[config.mk]
export PLATFORM = sky130hd
export DESIGN_NAME = multi_word_add_sequencer
export DESIGN_NICKNAME = d
export VERILOG_FILES = /design/src/rtl/multi_word_add_sequencer.sv
export SDC_FILE = /design/constraint.sdc
export NUM_CORES = 1
export LEC_CHECK = 0
export CAP_MARGIN = 25
export CORE_MARGIN = 1.5
export CORE_UTILIZATION = 36
export DETAILED_ROUTE_END_ITERATION = 10
export MAX_ROUTING_LAYER = met4
export PLACE_DENSITY = 0.81
export SLEW_MARGIN = 20
export SYNTH_ARGS = -nofsm -noshare
export SYNTH_HDL_FRONTEND = slang
export SYNTH_SLANG_ARGS = --single-unit
[constraint.sdc]
create_clock -name clk -period 3.5 [get_ports clk]
set_clock_uncertainty 0.05 [all_clocks]
set_input_delay 0.35 -clock clk [delete_from_list [all_inputs] [get_ports clk]]
set_output_delay 0.35 -clock clk [all_outputs]
set_load 0.1 [all_outputs]
[src/rtl/multi_word_add_sequencer.sv]
`default_nettype none
// ============================================================================
// Module   : multi_word_add_sequencer
// Purpose  : Feeds an external WIDTH-bit adder one slice per cycle, chaining
//            the carry across WORDS slices and registering each result slice.
// Revision : 1.0  initial release
// ============================================================================
module multi_word_add_sequencer #(
    parameter int WIDTH = 4,
    parameter int WORDS = 4
) (
    input  logic             clk,
    input  logic             rst_n,
    input  logic             in_valid,
    output logic             in_ready,
    input  logic [WIDTH-1:0] in_data_1,
    input  logic [WIDTH-1:0] in_data_2,
    input  logic             in_carry,
    output logic [WIDTH-1:0] adder_data_1,
    output logic [WIDTH-1:0] adder_data_2,
    output logic             adder_carry_in,
    input  logic [WIDTH-1:0] adder_sum,
    input  logic             adder_carry_out,
    output logic             out_valid,
    input  logic             out_ready,
    output logic [WIDTH-1:0] out_sum,
    output logic             out_last,
    output logic             out_carry,
    output logic             busy
);

    localparam int              C_CW   = (WORDS > 2) ? $clog2(WORDS) : 1;
    localparam logic [C_CW-1:0] C_LAST = C_CW'(WORDS - 1);

    logic [C_CW-1:0] r_slice_cnt;
    logic            r_carry;
    logic            w_accept;
    logic            w_first;
    logic            w_last;

    assign w_first        = (r_slice_cnt == '0);
    assign w_last         = (r_slice_cnt == C_LAST);
    assign in_ready       = !out_valid || out_ready;
    assign w_accept       = in_valid && in_ready;
    assign busy           = !w_first;

    assign adder_data_1   = in_data_1;
    assign adder_data_2   = in_data_2;
    // The operation carry-in only enters on the first slice; later slices chain.
    assign adder_carry_in = w_first ? in_carry : r_carry;

    always_ff @(posedge clk or negedge rst_n) begin
        if (!rst_n) begin
            r_slice_cnt <= '0;
            r_carry     <= 1'b0;
            out_valid   <= 1'b0;
            out_sum     <= '0;
            out_last    <= 1'b0;
            out_carry   <= 1'b0;
        end else if (w_accept) begin
            out_sum     <= adder_sum;
            r_carry     <= adder_carry_out;
            out_valid   <= 1'b1;
            out_last    <= w_last;
            out_carry   <= w_last ? adder_carry_out : 1'b0;
            r_slice_cnt <= w_last ? '0 : r_slice_cnt + C_CW'(1);
        end else if (out_ready) begin
            out_valid   <= 1'b0;
        end
    end

endmodule
`default_nettype wire

-- Word-level counts from Yosys, hierarchy flattened
Cells that the tools add are included.
- reduce and logical (&&, ||, !) cells: 6
- equality and inequality tests: 1
- mux-type cells: 5
- add/sub/neg operators: 1
- operators with widths (kind ; count):
    $mux W1 ; 4
    $add A2 B1 Y2 const B ; 1
    $eq A2 B2 Y1 const B ; 1
    $logic_not A1 Y1 ; 2
    $logic_not A2 Y1 ; 1
    $mux W2 ; 1
    $reduce_bool A2 Y1 ; 1
    $logic_and A1 B1 Y1 ; 1
    $logic_or A1 B1 Y1 ; 1
- logic and storage cells: 19
- register bits after elaboration: 10
- output and inout port bits: 18

-- Longest topological paths before layout
Gate-level depths: netlist of run 1.
- depth in word-level cells: 4
- gate-level depth with buffers: 3
- mapped depth without buffers: 3

-- Least setup slack after synthesis of run 1
No wires, ideal clock.
- path kind: reg-to-reg
- start point: reg out_valid
- end point: reg out_last
- data arrival time: 1.902 ns
- path slack: 1.423 ns
- cell stages (with the launch flop): 4
- period minus slack after synthesis: 2.077 ns
- cell sequence: dfrtp_1 nand2b_4 nand2_4 mux2_4
- word-level cells in the longest chain between the ends: 3
- RTL lines (what ; RTL line ; text):
    start: declaration ; 24 ; output logic out_valid,
    start signal: assignment ; 56 ; out_valid <= 1'b0;
    start signal: assignment ; 63 ; out_valid <= 1'b1;
    start signal: assignment ; 68 ; out_valid <= 1'b0;
    $logic_not A1 Y1 ; 43 ; assign in_ready = !out_valid || out_ready;
    $logic_or A1 B1 Y1 ; 43 ;
    named net in_ready ; 15 ; output logic in_ready,
    $logic_and A1 B1 Y1 ; 44 ; assign w_accept = in_valid && in_ready;
    end signal: assignment ; 64 ; out_last <= w_last;
    end: declaration ; 27 ; output logic out_last,
The timed path passes the listed nets, and every way through them passes these cells.
A chain may end at the register's enable or synchronous reset.

-- Worst setup path in the final report of run 1
- start point: reg r_slice_cnt[0]
- end point: out busy
- word-level cells in the longest chain between the ends: 2
- RTL lines (what ; RTL line ; text):
    start: declaration ; 35 ; logic [C_CW-1:0] r_slice_cnt;
    start signal: assignment ; 66 ; r_slice_cnt <= w_last ? '0 : r_slice_cnt + C_CW'(1);
    $logic_not A2 Y1 ; 41 ; assign w_first = (r_slice_cnt == '0);
    $logic_not A1 Y1 ; 45 ; assign busy = !w_first;
    end: declaration ; 29 ; output logic busy
No other way between the ends.

==> run metrics, run 1 <==
clock tree sinks 10; Core Region 0.00133 mm^2; clk slew on worst S/H paths 0.07 ns; gr ovfl total 0; Sequential Area 250 um^2; Slowest cell on crit path clkdlybuf4s50_1; clk buf depth 2; synthesized cell area roughly 530 um^2; first-pass GRT wire length 1480 um; status completed; Syn Nets 58; fin crit share 71.5%; I/O pin count 36; Setup crit end busy; fmax 0.399 GHz; fillers 129; Multi-input gate area between 200 and 250 um^2; fraction of layout cells with a size suffix above 1 34.0%; Power Total 628 uW; Worst Path Max Fanout 4; CP Cell Sequence inv_1, ha_1, inv_1, clkdlybuf4s50_1; cell count after synthesis 38; CP most frequent cell inv_1; DR pass1 iterations 2; Post-CTS Setup Inserts 0; PortBufs 19; initial antenna violation count 0; root buffer cell clkbuf_4; crit-path max cell delay 1.12 ns; Final Hold Fails 0; routed wire length 970 um; CTS tree built; hold buffers post-CTS 0; Final #Nets 74; 1st-iter DRT viols 3; Final WS setup 0.996 ns; Commonest cells post-synth 10 x dfrtp_1, 8 x buf_4, 8 x mux2_4, 3 x inv_1, 2 x ha_1; yosys warns 0; Synth Area per Inst 14.0 um^2; Tot GR Track Use 14.9%; H-tree Lvls 1; delay-heaviest family, CP buffers and inverters; final setup fails 0; Chip Width 41.4 um; vias in the first global route 318; total leakage power between 0.3 and 0.4 nW; flops & latches, synth 10; Post-synth EDFFs 0; Placer Congestion 0.666; flop2flop setup slack ~2.3 ns; critical path type reg -> out; DRC 0; placed cell area 674 um^2; post-synth top area share 47.2%; RSZ-0062 raised after global routing false; Initial Utilization roughly two fifths; FF-to-FF path depth 3; die height 41.4 um; Worst Path Required 3.10 ns; startpoint types register; Worst slew margin 34.4%; area grow syn2layout 34.0%; die area 0.00171 mm^2; Critical Path Stages 4; start point of the critical path r_slice_cnt[0]; r2r startpoint r_slice_cnt[0]; Setup WS pre-CTS 1.28 ns; total negative slack 0 ns; Yosys top cell by area dfrtp_1; Antenna diodes 0; critical path buffer and inverter count 3; fin crit period 2.50 ns; fin area about 700 um^2; ys flop type dfrtp_1; routed vias/inst 4.53; largest net degree at the start of global routing 11; max cap viols 0; worst-margin pin slew a little under 1 ns; Post-CTS Resized 0; Post-Route Utilization between 50% and 60%; largest cells by area after synthesis dfrtp_1 47%, mux2_4 23%, buf_4 11%; Routed wire per std cell 14.3 um; Synth cell types 12; Max Slew Vio Count 0; sequential area share after synthesis between 40% and 50%; most frequent cell after synthesis dfrtp_1; Critical Path Sink Type output port; Skew-Pair Late Insertion Delay 0.26 ns; vias 308; Detailed Place HPWL 778 um; Site Rows 13; crit path DAT 2.10 ns; class of the worst hold path in -> async; Post-synth ARST share 100%; Pwr Density 884 mW/mm^2; Routed Antenna Nets 0; VDD IR-drop max 0.000417 V; FF-to-FF End r_slice_cnt[1]; clock buffer count from CTS 3
==> state kept, by name, indices dropped and copies added (netlist names) <==
register / count
out_carry: 1
out_last: 1
out_sum: 4
out_valid: 1
r_carry: 1
r_slice_cnt: 2
==> cells by family after synthesis <==
logic type / share of synthesized area, %
compound gates: 1.89
fa+ha+maj: 4.72
buf+inv: 13.4
flops: 47.2
mux: 24.8
simple gates: 8.02
==> stage by stage <==
step,instances,hold slack [ns]
after detailed placement,64,0.425
final,68,0.345
after floorplan,38,0.00441
after global placement,64,0.421
after CTS,68,0.354
after global routing,68,0.357
==> where the power goes <==
group	leakage, nW	internal (mW)	switching, mW	total [mW]
combinational	0.206	0.112	0.246	0.359
sequential	0.120	0.144	0.0210	0.165
clock	0.0210	0.0631	0.0415	0.105
==> routing by layer <==
layer | track usage, % | vias up | share of wire, %
li1 | - | 146 | -
met1 | 15.1 | 149 | 38
met2 | 24.2 | 11 | 54
met3 | 3.19 | 2 | 6.3
met4 | 12.9 | 0 | 1.4
met5 | - | - | 0
==> cell usage in the layout, fill, tap and decap left out <==
cell type,synthesis,layout
buf_4,8,2
a21bo_2,1,1
or2b_1,1,1
clkbuf_4,0,3
inv_1,3,3
mux2_4,8,8
dfrtp_1,10,10
clkbuf_8,0,1
nor2_1,1,1
nand2_4,1,1
clkdlybuf4s50_1,0,17
ha_1,2,2
mux2_2,1,1
nand4_1,1,1
nand2b_4,1,1
==> worst register-to-register path: stages (launching register included) <==
cell     delay, ns
dfrtp_1       0.39
inv_1         0.06
ha_1          0.30
mux2_4        0.27
==> area by class of cell <==
cell class	instances	share of cell area [%]
Inverter	3	1.58
Timing Repair Buffer	19	26.1
Clock buffer	4	5.11
Multi-Input combinational cell	17	29.4
Tap cell	15	2.64
Sequential cell	10	35.2
==> worst min-delay path by stage <==
stage	slack (ns)	cells after the start	endpoint	startpoint
floorplan	0.004	0	out_carry	rst_n
global placement	0.42	1	out_carry	out_carry
detailed placement	0.43	1	out_carry	out_carry
CTS	0.35	1	r_slice_cnt[0]	rst_n
global route	0.36	1	out_sum[2]	rst_n
finish	0.34	1	out_last	rst_n
Power figures use the tool's default switching activity.
==> run 2: changes to the inputs <==
CORE_UTILIZATION = 34   (was 36)
PLACE_DENSITY = 0.78   (was 0.81)
clock period = 2.5 ns   (was 3.5 ns; I/O delays follow)
==> run metrics, run 2 (synthesized netlist as in run 1, its figures left out) <==
Tot GR Track Use 11.8% (-3.1 points); initial antenna violation count 0 (unchanged); Critical Path Sink Type output port; worst hold slack 0.264 ns (-0.0810 ns); placed cell area 656 um^2 (-2.8%); Post-CTS Setup Inserts 0 (unchanged); status completed; met1 wire length 376 um (+0.80%); Detailed Place HPWL 650 um (-16%); Worst slew margin 69.1% (+35 points); fin crit period 1.77 ns; vias in the first global route 322 (+1.3%); 1st-iter DRT viols 4 (+1); max FFs per register 4 (unchanged); fraction of layout cells with a size suffix above 1 48.1% (+14 points); fmax 0.565 GHz; Most flops, register out_sum; Pwr Density 1210 mW/mm^2 (+37%); Final WS setup 0.731 ns (-0.265 ns); clock tree sinks 10 (unchanged); Routed Antenna Nets 0 (unchanged); total leakage power 0.347 nW (+0.22%); H-tree Lvls 1 (unchanged); DR pass1 iterations 3 (+1); root buffer cell clkbuf_4; clk slew on worst S/H paths 0.06 ns (about the same); routed vias/inst 4.41 (-2.6%); fin area 678 um^2 (-4.6%); largest net degree at the start of global routing 11 (unchanged); Post-Route Utilization 45.5% (-7.7 points); gr ovfl total 0 (unchanged); Final Hold Fails 0 (unchanged); critical path type reg -> out; clk buf depth 2 (unchanged); crit path DAT 1.47 ns (-0.63 ns); Site Rows 14 (+1); Worst Path Max Fanout 4 (unchanged); Worst Path Required 2.20 ns (-0.90 ns); die area 0.00181 mm^2 (+5.5%); Routed wire per std cell 12.5 um (-12%); startpoint types register; Slowest cell on crit path dfrtp_1; total negative slack 0 ns (unchanged); Placer Congestion 0.645 (-3.1%); Met2 Wirelength 395 um (-24%); Setup WS pre-CTS 1.00 ns (-0.274 ns); class of the worst hold path in -> async; Chip Width 42.5 um (+2.7%); worst-margin pin slew 0.462 ns (-0.519 ns); first-pass GRT wire length 1480 um (+0.47%); CP Cell Sequence inv_1, ha_1, mux2_2, buf_4; vias 300 (-2.6%); die height 42.5 um (+2.7%); Core Region 0.00149 mm^2 (+12%); routed wire length 852 um (-12%); area grow syn2layout 27.8%; RSZ-0062 raised after global routing false; clock buffer count from CTS 3 (unchanged); Initial Utilization 35.6% (-4.1 points); Highest Signal Layer met3; I/O pin count 36 (unchanged); final setup fails 0 (unchanged); met3 wire len 80 um (+31%); max cap viols 0 (unchanged); Antenna diodes 0 (unchanged); DRC 0 (unchanged); commonest cells after routing, fill and taps aside 10 x dfrtp_1, 10 x buf_4, 9 x clkdlybuf4s50_1; Post-CTS Resized 0 (unchanged); CTS tree built; crit-path max cell delay 0.41 ns (-0.71 ns); top flop regs out_sum x4, r_slice_cnt x2; VDD IR-drop max 0.000486 V (+17%); fin crit share 70.8%; PortBufs 19 (unchanged); Max Slew Vio Count 0 (unchanged); Final #Nets 74 (unchanged); hold buffers post-CTS 0 (unchanged); Skew-Pair Late Insertion Delay 0.25 ns (about the same)
## run 2: cell types whose count changed in the layout (fill, tap and decap cells not counted), sizes merged
cell / previous run / this run
clkbuf: 4 / 3
clkdlybuf4s50: 17 / 9
buf: 2 / 10
## run 2: final timing paths
kind                           startpoint             end  slack [ns]  cells past startpoint
max                        r_slice_cnt[0]  adder_carry_in        0.73                      4
min in group clk                out_carry       out_carry        0.45                      1
min                                 rst_n        out_last        0.26                      1
max in group asynchronous           rst_n      out_sum[2]        1.82                      1
max reg2reg                r_slice_cnt[0]  r_slice_cnt[1]        1.34                      3
min reg2reg                     out_carry       out_carry        0.45                      1
## run 2: stage by stage
step                std cells  total power, mW
floorplan                  38            0.680
global placement           65            0.716
detailed placement         65            0.721
CTS                        68            0.832
global route               68            0.869
finish                     68            0.819
## run 2: area by class of cell
cell class | instances | area, um^2
multi-input cells | 17 | 209
repair buffers | 19 | 165
well taps | 16 | 20.0
clock buffers | 3 | 22.5
inverters | 3 | 11.3
flip-flops and latches | 10 | 250
fillers | 143 | 811
## run 2: metal layers
layer / up-vias / GRT usage, %
met5: - / -
met2: 14 / 13.5
met4: 0 / 10.6
met3: 0 / 3.88
met1: 140 / 15.8
li1: 146 / -
## run 2: power by group
part / switching, mW / internal (mW) / total [mW]
logic: 0.340 / 0.145 / 0.486
registers: 0.0288 / 0.202 / 0.231
clock network: 0.0479 / 0.0552 / 0.103
## run 2: worst max-delay path: cells and delay by family (launching register included)
kind,cells,cell delay [ns]
muxes,1,0.34
buffers and inverters,2,0.30
adders and majority gates,1,0.17
DFF,1,0.41
